**src/rtl/mem_access_seq_if.sv**
```systemverilog
// Memory access sequencer bus: fetch/execute request channels plus the
// MAR/MBR/RAM control strobes and status driven back by the sequencer.
interface mem_access_seq_if #(
  parameter int ADDR_W = 8
);
  logic              f_req;
  logic [ADDR_W-1:0] f_addr;
  logic              e_req;
  logic              e_we;
  logic [ADDR_W-1:0] e_addr;

  logic [ADDR_W-1:0] mar_out;
  logic              mar_ld;
  logic              mbr_ld_ram;
  logic              mbr_ld_acc;
  logic              ram_we;
  logic              f_ack;
  logic              e_ack;
  logic              gnt_e;
  logic              busy;

  // requester / control-unit side
  modport master (
    output f_req, f_addr, e_req, e_we, e_addr,
    input  mar_out, mar_ld, mbr_ld_ram, mbr_ld_acc, ram_we,
    input  f_ack, e_ack, gnt_e, busy
  );

  // sequencer side
  modport slave (
    input  f_req, f_addr, e_req, e_we, e_addr,
    output mar_out, mar_ld, mbr_ld_ram, mbr_ld_acc, ram_we,
    output f_ack, e_ack, gnt_e, busy
  );
endinterface

```
**src/rtl/mem_access_seq.sv**
```systemverilog
// Memory access sequencer: round-robin arbitration between instruction fetch
// and execute-stage accesses, with programmable RAM wait states.
//
// state | meaning
// ------+---------------------------------------------------------------
// IDLE  | no access in flight; arbitrate and latch address/op on grant
// ADDR  | MAR load strobe
// RWAIT | read wait states, WAIT_STATES cycles
// RD    | MBR <- RAM strobe
// WLD   | MBR <- ACC strobe
// WR    | RAM write enable, WAIT_STATES+1 cycles
// ACK   | one-cycle acknowledge to the granted side
module mem_access_seq #(
  parameter int ADDR_W      = 8,
  parameter int WAIT_STATES = 1
) (
  input  logic              clk_i,
  input  logic              rst_i,
  mem_access_seq_if.slave   bus
);

  localparam logic [2:0] S_IDLE  = 3'd0;
  localparam logic [2:0] S_ADDR  = 3'd1;
  localparam logic [2:0] S_RWAIT = 3'd2;
  localparam logic [2:0] S_RD    = 3'd3;
  localparam logic [2:0] S_WLD   = 3'd4;
  localparam logic [2:0] S_WR    = 3'd5;
  localparam logic [2:0] S_ACK   = 3'd6;

  localparam logic [3:0] WS      = 4'(WAIT_STATES);
  // terminal count for read waits; unused when WS is zero since RWAIT is skipped
  localparam logic [3:0] WS_RD_TC = (WAIT_STATES > 0) ? 4'(WAIT_STATES - 1) : 4'd0;

  logic [2:0]        state_q, state_d;
  logic [ADDR_W-1:0] mar_q,   mar_d;
  logic              we_q,    we_d;
  logic              gnt_e_q, gnt_e_d;
  logic [3:0]        cnt_q,   cnt_d;
  logic              grant_e;

  // next-state, arbitration and wait counting
  always_comb begin
    state_d = state_q;
    mar_d   = mar_q;
    we_d    = we_q;
    gnt_e_d = gnt_e_q;
    cnt_d   = cnt_q;
    grant_e = 1'b0;
    case (state_q)
      S_IDLE: begin
        if (bus.f_req || bus.e_req) begin
          // with both requesting, the side that did not hold the last grant wins
          grant_e = bus.e_req && (!bus.f_req || !gnt_e_q);
          mar_d   = grant_e ? bus.e_addr : bus.f_addr;
          we_d    = grant_e && bus.e_we;
          gnt_e_d = grant_e;
          cnt_d   = 4'd0;
          state_d = S_ADDR;
        end
      end
      S_ADDR: begin
        if (we_q)             state_d = S_WLD;
        else if (WS != 4'd0)  state_d = S_RWAIT;
        else                  state_d = S_RD;
      end
      S_RWAIT: begin
        if (cnt_q == WS_RD_TC) state_d = S_RD;
        else                   cnt_d   = cnt_q + 4'd1;
      end
      S_RD:  state_d = S_ACK;
      S_WLD: begin
        cnt_d   = 4'd0;
        state_d = S_WR;
      end
      S_WR: begin
        if (cnt_q == WS) state_d = S_ACK;
        else             cnt_d   = cnt_q + 4'd1;
      end
      S_ACK:   state_d = S_IDLE;
      default: state_d = S_IDLE;
    endcase
  end

  // state registers; reset aborts any access in flight
  always_ff @(posedge clk_i or posedge rst_i) begin
    if (rst_i) begin
      state_q <= S_IDLE;
      mar_q   <= '0;
      we_q    <= 1'b0;
      gnt_e_q <= 1'b1;
      cnt_q   <= 4'd0;
    end else begin
      state_q <= state_d;
      mar_q   <= mar_d;
      we_q    <= we_d;
      gnt_e_q <= gnt_e_d;
      cnt_q   <= cnt_d;
    end
  end

  assign bus.mar_out    = mar_q;
  assign bus.gnt_e      = gnt_e_q;
  assign bus.mar_ld     = (state_q == S_ADDR);
  assign bus.mbr_ld_ram = (state_q == S_RD);
  assign bus.mbr_ld_acc = (state_q == S_WLD);
  assign bus.ram_we     = (state_q == S_WR);
  assign bus.f_ack      = (state_q == S_ACK) && !gnt_e_q;
  assign bus.e_ack      = (state_q == S_ACK) &&  gnt_e_q;
  assign bus.busy       = (state_q != S_IDLE);

endmodule

```
**src/flat_wrapper.sv**
```systemverilog
// flat-port wrapper written by rule: the top's interface ports become plain ports
module mem_access_seq_flat 
#(
  parameter int ADDR_W      = 8,
  parameter int WAIT_STATES = 1
)
  (clk_i, rst_i, bus_f_req, bus_f_addr, bus_e_req, bus_e_we, bus_e_addr, bus_mar_out, bus_mar_ld, bus_mbr_ld_ram, bus_mbr_ld_acc, bus_ram_we, bus_f_ack, bus_e_ack, bus_gnt_e, bus_busy);
  mem_access_seq_if #(.ADDR_W(ADDR_W)) bus_i ();
  input  logic clk_i;
  input  logic rst_i;
  input wire logic [$bits(bus_i.f_req)-1:0] bus_f_req;
  input wire logic [$bits(bus_i.f_addr)-1:0] bus_f_addr;
  input wire logic [$bits(bus_i.e_req)-1:0] bus_e_req;
  input wire logic [$bits(bus_i.e_we)-1:0] bus_e_we;
  input wire logic [$bits(bus_i.e_addr)-1:0] bus_e_addr;
  output wire logic [$bits(bus_i.mar_out)-1:0] bus_mar_out;
  output wire logic [$bits(bus_i.mar_ld)-1:0] bus_mar_ld;
  output wire logic [$bits(bus_i.mbr_ld_ram)-1:0] bus_mbr_ld_ram;
  output wire logic [$bits(bus_i.mbr_ld_acc)-1:0] bus_mbr_ld_acc;
  output wire logic [$bits(bus_i.ram_we)-1:0] bus_ram_we;
  output wire logic [$bits(bus_i.f_ack)-1:0] bus_f_ack;
  output wire logic [$bits(bus_i.e_ack)-1:0] bus_e_ack;
  output wire logic [$bits(bus_i.gnt_e)-1:0] bus_gnt_e;
  output wire logic [$bits(bus_i.busy)-1:0] bus_busy;
  assign bus_i.f_req = bus_f_req;
  assign bus_i.f_addr = bus_f_addr;
  assign bus_i.e_req = bus_e_req;
  assign bus_i.e_we = bus_e_we;
  assign bus_i.e_addr = bus_e_addr;
  assign bus_mar_out = bus_i.mar_out;
  assign bus_mar_ld = bus_i.mar_ld;
  assign bus_mbr_ld_ram = bus_i.mbr_ld_ram;
  assign bus_mbr_ld_acc = bus_i.mbr_ld_acc;
  assign bus_ram_we = bus_i.ram_we;
  assign bus_f_ack = bus_i.f_ack;
  assign bus_e_ack = bus_i.e_ack;
  assign bus_gnt_e = bus_i.gnt_e;
  assign bus_busy = bus_i.busy;
  mem_access_seq #(.ADDR_W(ADDR_W), .WAIT_STATES(WAIT_STATES)) u_core (.clk_i(clk_i), .rst_i(rst_i), .bus(bus_i));
endmodule
```
**config.mk**
```make
export PLATFORM = sky130hd
export DESIGN_NAME = mem_access_seq_flat
export DESIGN_NICKNAME = d
export VERILOG_FILES = /design/src/rtl/mem_access_seq_if.sv /design/src/rtl/mem_access_seq.sv /design/src/flat_wrapper.sv
export SDC_FILE = /design/constraint.sdc
export NUM_CORES = 1
export LEC_CHECK = 0
export CORE_MARGIN = 4
export CORE_UTILIZATION = 35
export DETAILED_ROUTE_END_ITERATION = 8
export PLACE_DENSITY_LB_ADDON = 0.05
export RECOVER_POWER = 100
export SLEW_MARGIN = 20
export SYNTH_ARGS = -nofsm -noshare
export SYNTH_HDL_FRONTEND = slang
export SYNTH_SLANG_ARGS = --single-unit
```
**constraint.sdc**
```tcl
create_clock -name clk_i -period 3.4 [get_ports clk_i]
set_input_delay 0.85 -clock clk_i [delete_from_list [all_inputs] [get_ports clk_i]]
set_output_delay 0.85 -clock clk_i [all_outputs]
set_load 0.01 [all_outputs]
```
==> results of run 1 <==
-- kinds of logic after synthesis --
group / after synthesis / share of synthesized area, %
AOI/OAI and AO/OA: 24 / 16.2
adders and majority gates: 3 / 3.79
buffers and inverters: 11 / 5.94
DFF: 17 / 43.1
muxes: 11 / 11.3
and+or+nand+nor: 34 / 19.7
-- stage by stage --
| stage | area, sq um | hold WS (ns) | setup WS [ns] | util [%] | total power [mW] |
|---|---|---|---|---|---|
| floorplan | 990 | 0.524 | 1.62 | - | 0.767 |
| detailed placement | 1360 | 0.518 | 1.05 | 49.7 | 0.996 |
| CTS | 1390 | 0.544 | 0.708 | 50.8 | 1.11 |
| finish | 1370 | 0.532 | 0.665 | 49.9 | 1.04 |
| global placement | 1360 | 0.509 | 1.05 | 49.7 | 0.985 |
| global route | 1370 | 0.566 | 0.476 | 49.9 | 1.14 |
-- worst max-delay path by stage --
stage | from | to | slack [ns] | cells after the start
2_1_floorplan | bus_f_req | u_core.cnt_q[0] | 1.62 | 4
3_3_place_gp | bus_f_req | u_core.cnt_q[0] | 1.05 | 5
3_5_place_dp | bus_f_req | u_core.cnt_q[0] | 1.05 | 5
4_1_cts | u_core.state_q[1] | bus_f_ack | 0.71 | 3
5_1_grt | u_core.state_q[2] | bus_busy | 0.48 | 3
6_report | u_core.state_q[2] | bus_busy | 0.67 | 3
-- power by group --
group          leakage, nW  internal (mW)  switching, mW
Sequential           0.203          0.292          0.103
Clock               0.0177         0.0439         0.0714
Combinational        0.368          0.282          0.250
-- cells in the final DEF (no fill, tap or decap), types with 3 or more instances in the layout --
master,n
dfrtp_1,16
inv_1,5
clkbuf_4,3
mux2i_1,10
o21ai_0,4
nand3_1,3
nor3b_1,3
ha_1,3
dlygate4sd3_1,17
a21oi_1,11
nor2_1,15
clkdlybuf4s50_1,19
-- state kept, by name (all words and copies together), names as in the netlist --
register / flops
u_core.bus.gnt_e: 1
u_core.state_q: 3
u_core.bus.mar_out: 8
u_core.we_q: 1
u_core.cnt_q: 4
-- tightest hold or removal path: stages, from the launching register on --
cell,delay (ns)
dfrtp_1,0.35
nor2_1,0.04
a21oi_1,0.10
-- final cells by class --
| cell class | count | area (sq um) |
|---|---|---|
| Fill cell | 267 | 1370 |
| Multi-Input combinational cell | 72 | 482 |
| Tap cell | 31 | 38.8 |
| Clock inverter | 1 | 5.00 |
| Clock buffer | 3 | 22.5 |
| Sequential cell | 17 | 427 |
| Inverter | 6 | 22.5 |
| Timing Repair Buffer | 37 | 368 |
-- metal layers --
| metal | track usage [%] | wire length [microns] | up-vias |
|---|---|---|---|
| li1 | - | - | 424 |
| met1 | 16.9 | 952 | 400 |
| met2 | 19.0 | 996 | 18 |
| met3 | 2.10 | 125 | 5 |
| met4 | 6.50 | 40 | 0 |
| met5 | 0 | 0 | - |
-- synthesized netlist by cell type, types with 2 or more instances --
cell type and instances:
a21oi_1 11, buf_2 2, buf_4 2, dfrtp_1 16, ha_1 3, inv_1 5, mux2i_1 10, nand2_1 2
nand3_1 3, nor2_1 14, nor3b_1 3, o21ai_0 4
==> out/metrics.yaml, run 1 <==
final_layout_size_suffix_gt1_share_pct: 8.09
vias_per_cell: 5.07
min_path_type: "reg -> reg"
hold_viol: 0
slew_violations: 0
period_share_pct: 80.4
rows: 19
status: "complete, no violations"
rsz0062_at_grt: "no"
path_clk_slew_ns: 0.11
antenna_left: 0
layout.nets: 161
path_max_fanout: 14
seq_area_frac_synth_pct: 43.1
ys.warnings.count: 0
drt-initial-drc-count: 32
crit_buf_inv: 2
start_util_pct: 36.2
post_cts_buffers: 0
netlist_instances: 100
ys_top_cells_by_area: "dfrtp_1, mux2i_1, a21oi_1"
wl_per_cell_microns: 12.7
antenna_cells: 0
cp.required_ns: 2.55
cts_tree: "built"
start_kind: "flip-flop"
hold_end: "u_core.bus.mar_out[5]"
synthesis.area_sq_um: 990
cts_buffer_depth: 2
slowest_delay_ns: 0.55
r2r_cells: 4
drt_first_pass_iters: 4
cap_violations: 0
synthArstFlopShare_pct: 100
io_pins: 37
hold_depth: 2
synth_top_area_share_pct: 40.5
dpl.hpwl_microns: 1610
htreeDepth: 1
crit_chain: "nor3_1, inv_2, clkdlybuf4s50_1"
insertion_delay_ns: 0.30
die_y_microns: 61.2
final-setup-viol-count: 0
grt_first_pass_wirelength_microns: 3460
min_from: "u_core.bus.mar_out[5]"
synth_top_area_cell: "dfrtp_1"
grt_max_degree: 18
holdBufCountCts: 0
num_vias: 847
grt_pass1_vias: 752
tightest_slew_ns: 1.00
track_usage_pct: 12.5
regToRegStartpoint: "u_core.state_q[2]"
syn_area_per_cell_sq_um: 9.90
wirelength_microns: 2120
synth_flop_cell: "dfrtp_1"
place_congestion: 0.719
skew_ns: 0.00145
synth.net_count: 124
coreArea_sq_um: 2730
grt.overflow.total: 0
relSlewSlack_pct: 32.8
yosysUniqueCellTypes: 37
dpl.cell_count: 163
slowest_stage: "dfrtp_1"
p_per_area_nw_per_um2: 764
synth_edf_count: 0
portBuffers: 36
arrival_ns: 1.88
antenna_found_initial: 0
post_cts_resized: 0
r2r_end: "u_core.we_q"
critPathKind: "reg -> out"
root_buffer: "clkbuf_4"
numCtsBuffers: 3
route.detailed.drc: 0
fin_tns_setup_ns: 0
endpoint_kind: "output pin"
dieWidth_microns: 61.2
crit_family: "flip-flops"
fin_cells: 167
cts_num_sinks: 17
peakVddDrop_v: 0.000390
fmax_ghz: 0.366
dieArea_sq_um: 3740
period_minus_slack_ns: 2.73
reg2reg_slack_ns: 1.22
p_leak_nw: 0.589
ys_ff_latch: 17
area_delta_synth_final_pct: 37.9
Note: power is estimated with default switching activity, not from simulation.
==> run 2, diff against run 1 <==
Clock period 3.4 ns to 2.6 ns, I/O delays scaled along.
==> out/metrics.yaml, run 2 (synthesized netlist as in run 1, its figures left out) <==
status: "complete, no violations"  # unchanged
r2r_end: "u_core.cnt_q[0]"  # was u_core.we_q
dieArea_sq_um: 3740  # unchanged
place_congestion: 0.749  # was 0.719
wl_per_cell_microns: 12.9  # was 12.7 microns
die_y_microns: 61.2  # unchanged
p_leak_nw: 0.577  # was 0.589 nW
crit_chain: "nand2b_1, nor3b_1, clkdlybuf4s50_1"  # was nor3_1, inv_2, clkdlybuf4s50_1
layout.nets: 161  # unchanged
holdBufCountCts: 0  # unchanged
post_cts_buffers: 0  # unchanged
numCtsBuffers: 3  # unchanged
p_per_area_nw_per_um2: 1000  # was 764 nW/um^2
cts_num_sinks: 17  # unchanged
grt_pass1_vias: 778  # was 752
tightest_slew_ns: 0.658  # was 1.00 ns
drt-initial-drc-count: 13  # was 32
relSlewSlack_pct: 56.1  # was 32.8%
num_vias: 853  # was 847
crit_family: "flip-flops"  # unchanged
peakVddDrop_v: 0.000578  # was 0.000390 V
coreArea_sq_um: 2730  # unchanged
htreeDepth: 1  # unchanged
slowest_stage: "dfrtp_1"  # unchanged
period_minus_slack_ns: 2.47
antenna_left: 0  # unchanged
cp-startpoint: "u_core.state_q[1]"  # was u_core.state_q[2]
hold_viol: 0  # unchanged
r2r_cells: 5  # was 4
period_share_pct: 94.9
route.detailed.drc: 0  # unchanged
drt_first_pass_iters: 2  # was 4
final_layout_size_suffix_gt1_share_pct: 8.09  # unchanged
slew_violations: 0  # unchanged
start_kind: "flip-flop"  # unchanged
cp_num_cells: 3  # unchanged
insertion_delay_ns: 0.29  # was 0.30 ns
crit_buf_inv: 1  # was 2
final-setup-viol-count: 0  # unchanged
grt_first_pass_wirelength_microns: 3570  # was 3460 microns
final_common_cell: "clkdlybuf4s50_1"  # unchanged
antenna_found_initial: 0  # unchanged
critPathKind: "reg -> out"  # unchanged
wirelength_microns: 2160  # was 2120 microns
path_clk_slew_ns: 0.10  # was 0.11 ns
largest_register_ff_count: 8  # unchanged
portBuffers: 36  # unchanged
area_delta_synth_final_pct: 38.7  # was 37.9%
multiInputGateArea_sq_um: 494  # was 482 sq um
vias_per_cell: 5.11  # was 5.07
stdcell_area_sq_um: 1370  # about the same
grt.overflow.total: 0  # unchanged
root_buffer: "clkbuf_4"  # unchanged
path_max_fanout: 15  # was 14
grt_max_degree: 18  # unchanged
seq_area_sq_um: 427  # unchanged
io_pins: 37  # unchanged
num-fill-cells: 267  # unchanged
track_usage_pct: 12.9  # was 12.5%
cap_violations: 0  # unchanged
endpoint_kind: "output pin"  # unchanged
cts_buffer_depth: 2  # unchanged
dieWidth_microns: 61.2  # unchanged
cp.required_ns: 1.95  # was 2.55 ns
slowest_delay_ns: 0.63  # was 0.55 ns
reg2reg_slack_ns: 0.79  # was 1.22 ns
post_cts_resized: 0  # unchanged
start_util_pct: 36.2  # unchanged
dpl.hpwl_microns: 1650  # was 1610 microns
place_area_sq_um: 1360  # unchanged
critPathCapture: "bus_f_ack"  # was bus_busy
rsz0062_at_grt: "no"  # unchanged
skew_ns: 0.00364  # was 0.00145 ns
min_path_type: "reg -> reg"  # unchanged
fmax_ghz: 0.405
rows: 19  # unchanged
antenna_cells: 0  # unchanged
total_power_mw: 1.38  # was 1.04 mW
fin_tns_setup_ns: 0  # unchanged
cts_tree: "built"  # unchanged
arrival_ns: 1.82  # was 1.88 ns
final_cell_mix: "clkdlybuf4s50_1, dfrtp_1, dlygate4sd3_1"  # was clkdlybuf4s50_1, dlygate4sd3_1, dfrtp_1
regToRegStartpoint: "u_core.cnt_q[0]"  # was u_core.state_q[2]
[run 2: how the worst min path moves through the flow]
| stage | from | to | slack, ns | cells past startpoint |
|---|---|---|---|---|
| after floorplan | u_core.we_q | u_core.we_q | 0.52 | 2 |
| final | u_core.bus.mar_out[4] | u_core.bus.mar_out[4] | 0.53 | 2 |
| after global routing | u_core.bus.mar_out[3] | u_core.bus.mar_out[3] | 0.57 | 2 |
| after detailed placement | u_core.bus.mar_out[3] | u_core.bus.mar_out[3] | 0.52 | 2 |
| after CTS | u_core.bus.mar_out[4] | u_core.bus.mar_out[4] | 0.55 | 2 |
| after global placement | u_core.bus.mar_out[5] | u_core.bus.mar_out[5] | 0.51 | 2 |
[run 2: tightest hold or removal path: cells and delay by family, from the launching register on]
kind	cells	cell delay [ns]
compound gates	1	0.11
flops	1	0.35
simple gates	1	0.04
[run 2: stage by stage]
step / setup WS (ns) / hold WS, ns / utilization, % / instances
after floorplan: 1.02 / 0.524 / - / 100
after global placement: 0.443 / 0.511 / 49.7 / 163
after detailed placement: 0.406 / 0.524 / 49.7 / 163
after CTS: 0.102 / 0.550 / 50.7 / 167
after global routing: 0.0174 / 0.572 / 50.2 / 167
final: 0.132 / 0.534 / 50.2 / 167
[run 2: final cells by class]
class / count / share of cell area, %
timing repair buffer: 37 / 26.5
tap: 31 / 2.83
multi-input combinational: 72 / 36.0
clock buffer: 4 / 1.91
inverter: 6 / 1.64
sequential: 17 / 31.1
[run 2: report_power, final]
| part | total, mW | internal [mW] | switching, mW |
|---|---|---|---|
| Sequential | 0.527 | 0.382 | 0.145 |
| Combinational | 0.708 | 0.375 | 0.333 |
| Clock | 0.142 | 0.0596 | 0.0825 |
| Total | 1.38 | 0.816 | 0.560 |
[run 2: routing by layer]
| layer | vias up | wire, microns | track usage, % |
|---|---|---|---|
| li1 | 426 | - | - |
| met1 | 407 | 905 | 15.7 |
| met2 | 18 | 1090 | 21.5 |
| met3 | 2 | 140 | 4.61 |
| met4 | 0 | 16 | 3.72 |
| met5 | - | 0 | 0 |
==> run 3, diff against run 2 <==
Settings changed: CORE_MARGIN 4 to default, PLACE_DENSITY from default to 0.66, PLACE_DENSITY_LB_ADDON 0.05 to default.
==> out/metrics.yaml, run 3 (synthesized netlist as in run 1, its figures left out) <==
antenna_found_initial: 0  # unchanged
io_pins: 37  # unchanged
largest_register_ff_count: 8  # unchanged
tightest_slew_ns: 0.633  # was 0.658 ns
slew_violations: 0  # unchanged
cp.required_ns: 1.95  # about the same
coreArea_sq_um: 2570  # was 2730 sq um
antenna_cells: 0  # unchanged
p_per_area_nw_per_um2: 996  # was 1000 nW/um^2
hold_viol: 0  # unchanged
antenna_left: 0  # unchanged
grt_max_degree: 18  # unchanged
cts_tree: "built"  # unchanged
final_layout_size_suffix_gt1_share_pct: 9.56  # was 8.09%
path_clk_slew_ns: 0.10  # about the same
portBuffers: 36  # unchanged
period_share_pct: 95.7  # was 94.9%
stdcell_area_sq_um: 1380  # was 1370 sq um
route.detailed.drc: 0  # unchanged
numCtsBuffers: 3  # unchanged
rows: 18  # was 19
grt_pass1_vias: 726  # was 778
post_cts_buffers: 0  # unchanged
fmax_ghz: 0.402  # was 0.405 GHz
drt-initial-drc-count: 12  # was 13
layout.nets: 161  # unchanged
p_leak_nw: 0.573  # was 0.577 nW
critPathKind: "reg -> out"  # unchanged
final_cell_mix: "clkdlybuf4s50_1, dfrtp_1, nor2_1, dlygate4sd3_1, a21oi_1"  # was clkdlybuf4s50_1, dfrtp_1, dlygate4sd3_1
vias_per_cell: 5.00  # was 5.11
insertion_delay_ns: 0.29  # about the same
dpl.hpwl_microns: 1510  # was 1650 microns
relSlewSlack_pct: 57.7  # was 56.1%
dieWidth_microns: 55.2  # was 61.2 microns
place_congestion: 0.738  # was 0.749
wirelength_microns: 1910  # was 2160 microns
start_kind: "flip-flop"  # unchanged
final_common_cell: "clkdlybuf4s50_1"  # unchanged
grt.overflow.total: 0  # unchanged
fin_cells: 166  # was 167
arrival_ns: 1.84  # was 1.82 ns
endpoint_kind: "output pin"  # unchanged
cts_num_sinks: 17  # unchanged
period_minus_slack_ns: 2.49  # was 2.47 ns
cts_buffer_depth: 2  # unchanged
die_y_microns: 55.2  # was 61.2 microns
peakVddDrop_v: 0.000610  # was 0.000578 V
start_util_pct: 38.5  # was 36.2%
dpl.cell_count: 162  # was 163
dieArea_sq_um: 3040  # was 3740 sq um
final-setup-viol-count: 0  # unchanged
area_delta_synth_final_pct: 39.2  # was 38.7%
root_buffer: "clkbuf_4"  # unchanged
track_usage_pct: 14.0  # was 12.9%
grt_first_pass_wirelength_microns: 2990  # was 3570 microns
num_vias: 830  # was 853
drt_first_pass_iters: 5  # was 2
min_path_type: "reg -> reg"  # unchanged
path_max_fanout: 14  # was 15
rsz0062_at_grt: "no"  # unchanged
skew_ns: 0.00866  # was 0.00364 ns
place_area_sq_um: 1360  # about the same
cap_violations: 0  # unchanged
wl_per_cell_microns: 11.5  # was 12.9 microns
status: "complete, no violations"  # unchanged
htreeDepth: 1  # unchanged
fin_tns_setup_ns: 0  # unchanged
[run 3: cell count changes in the layout (fill, tap and decap cells not counted)]
cell / previous run / this run
a211oi_1: 1 / 0
a211oi_2: 0 / 1
and2_0: 0 / 1
and2_1: 1 / 0
clkdlybuf4s50_1: 21 / 22
dfrtp_1: 16 / 15
dfrtp_2: 0 / 1
dlygate4sd3_1: 15 / 14
[run 3: worst max-delay path, stage by stage (launching register included)]
cell and delay [ns]:
dfrtp_1 0.66, and4b_2 0.29, dlygate4sd3_1 0.60
[run 3: stage by stage]
stage / hold WS, ns / util [%] / worst slack (ns) / power, mW
after global placement: 0.508 / 52.9 / 0.466 / 1.28
after global routing: 0.543 / 53.7 / 0.0252 / 1.50
after floorplan: 0.524 / - / 1.02 / 1.00
final: 0.531 / 53.7 / 0.112 / 1.37
after CTS: 0.538 / 53.9 / 0.118 / 1.44
after detailed placement: 0.517 / 52.9 / 0.416 / 1.30
[run 3: area by class of cell]
class / count / area, sq um
repair buffers: 37 / 364
fillers: 239 / 1190
multi-input cells: 72 / 499
inverters: 6 / 22.5
flip-flops and latches: 17 / 428
clock buffers: 4 / 26.3
well taps: 30 / 37.5
[run 3: report_power, final]
part	internal [mW]	total, mW	switching [mW]	leakage, nW
combinational	0.379	0.711	0.331	0.357
sequential	0.384	0.523	0.139	0.202
clock	0.0596	0.138	0.0783	0.0150
[run 3: final timing paths]
check / endpoint / from / slack, ns / cells after the start
max: bus_e_ack / u_core.state_q[2] / 0.11 / 2
min: u_core.bus.mar_out[4] / u_core.bus.mar_out[4] / 0.53 / 2
max reg2reg: u_core.cnt_q[0] / u_core.cnt_q[0] / 0.79 / 5
min reg2reg: u_core.bus.mar_out[4] / u_core.bus.mar_out[4] / 0.53 / 2
max in group asynchronous: u_core.state_q[1] / rst_i / 1.29 / 2
min in group asynchronous: u_core.we_q / rst_i / 0.87 / 2
[run 3: repair_timing]
action,4_1_cts,5_1_grt
endpoints found under the hold margin,0,0
endpoints found under the setup margin,0,1
resized for setup,0,1
hold buffers,0,0
[run 3: metal layers]
| metal | global-route usage, % | up-vias | wire length, microns |
|---|---|---|---|
| met1 | 17.9 | 379 | 902 |
| met3 | 5.74 | 2 | 73 |
| met2 | 21.5 | 15 | 923 |
| met5 | 0 | - | 0 |
| li1 | - | 434 | - |
| met4 | 4.58 | 0 | 10 |
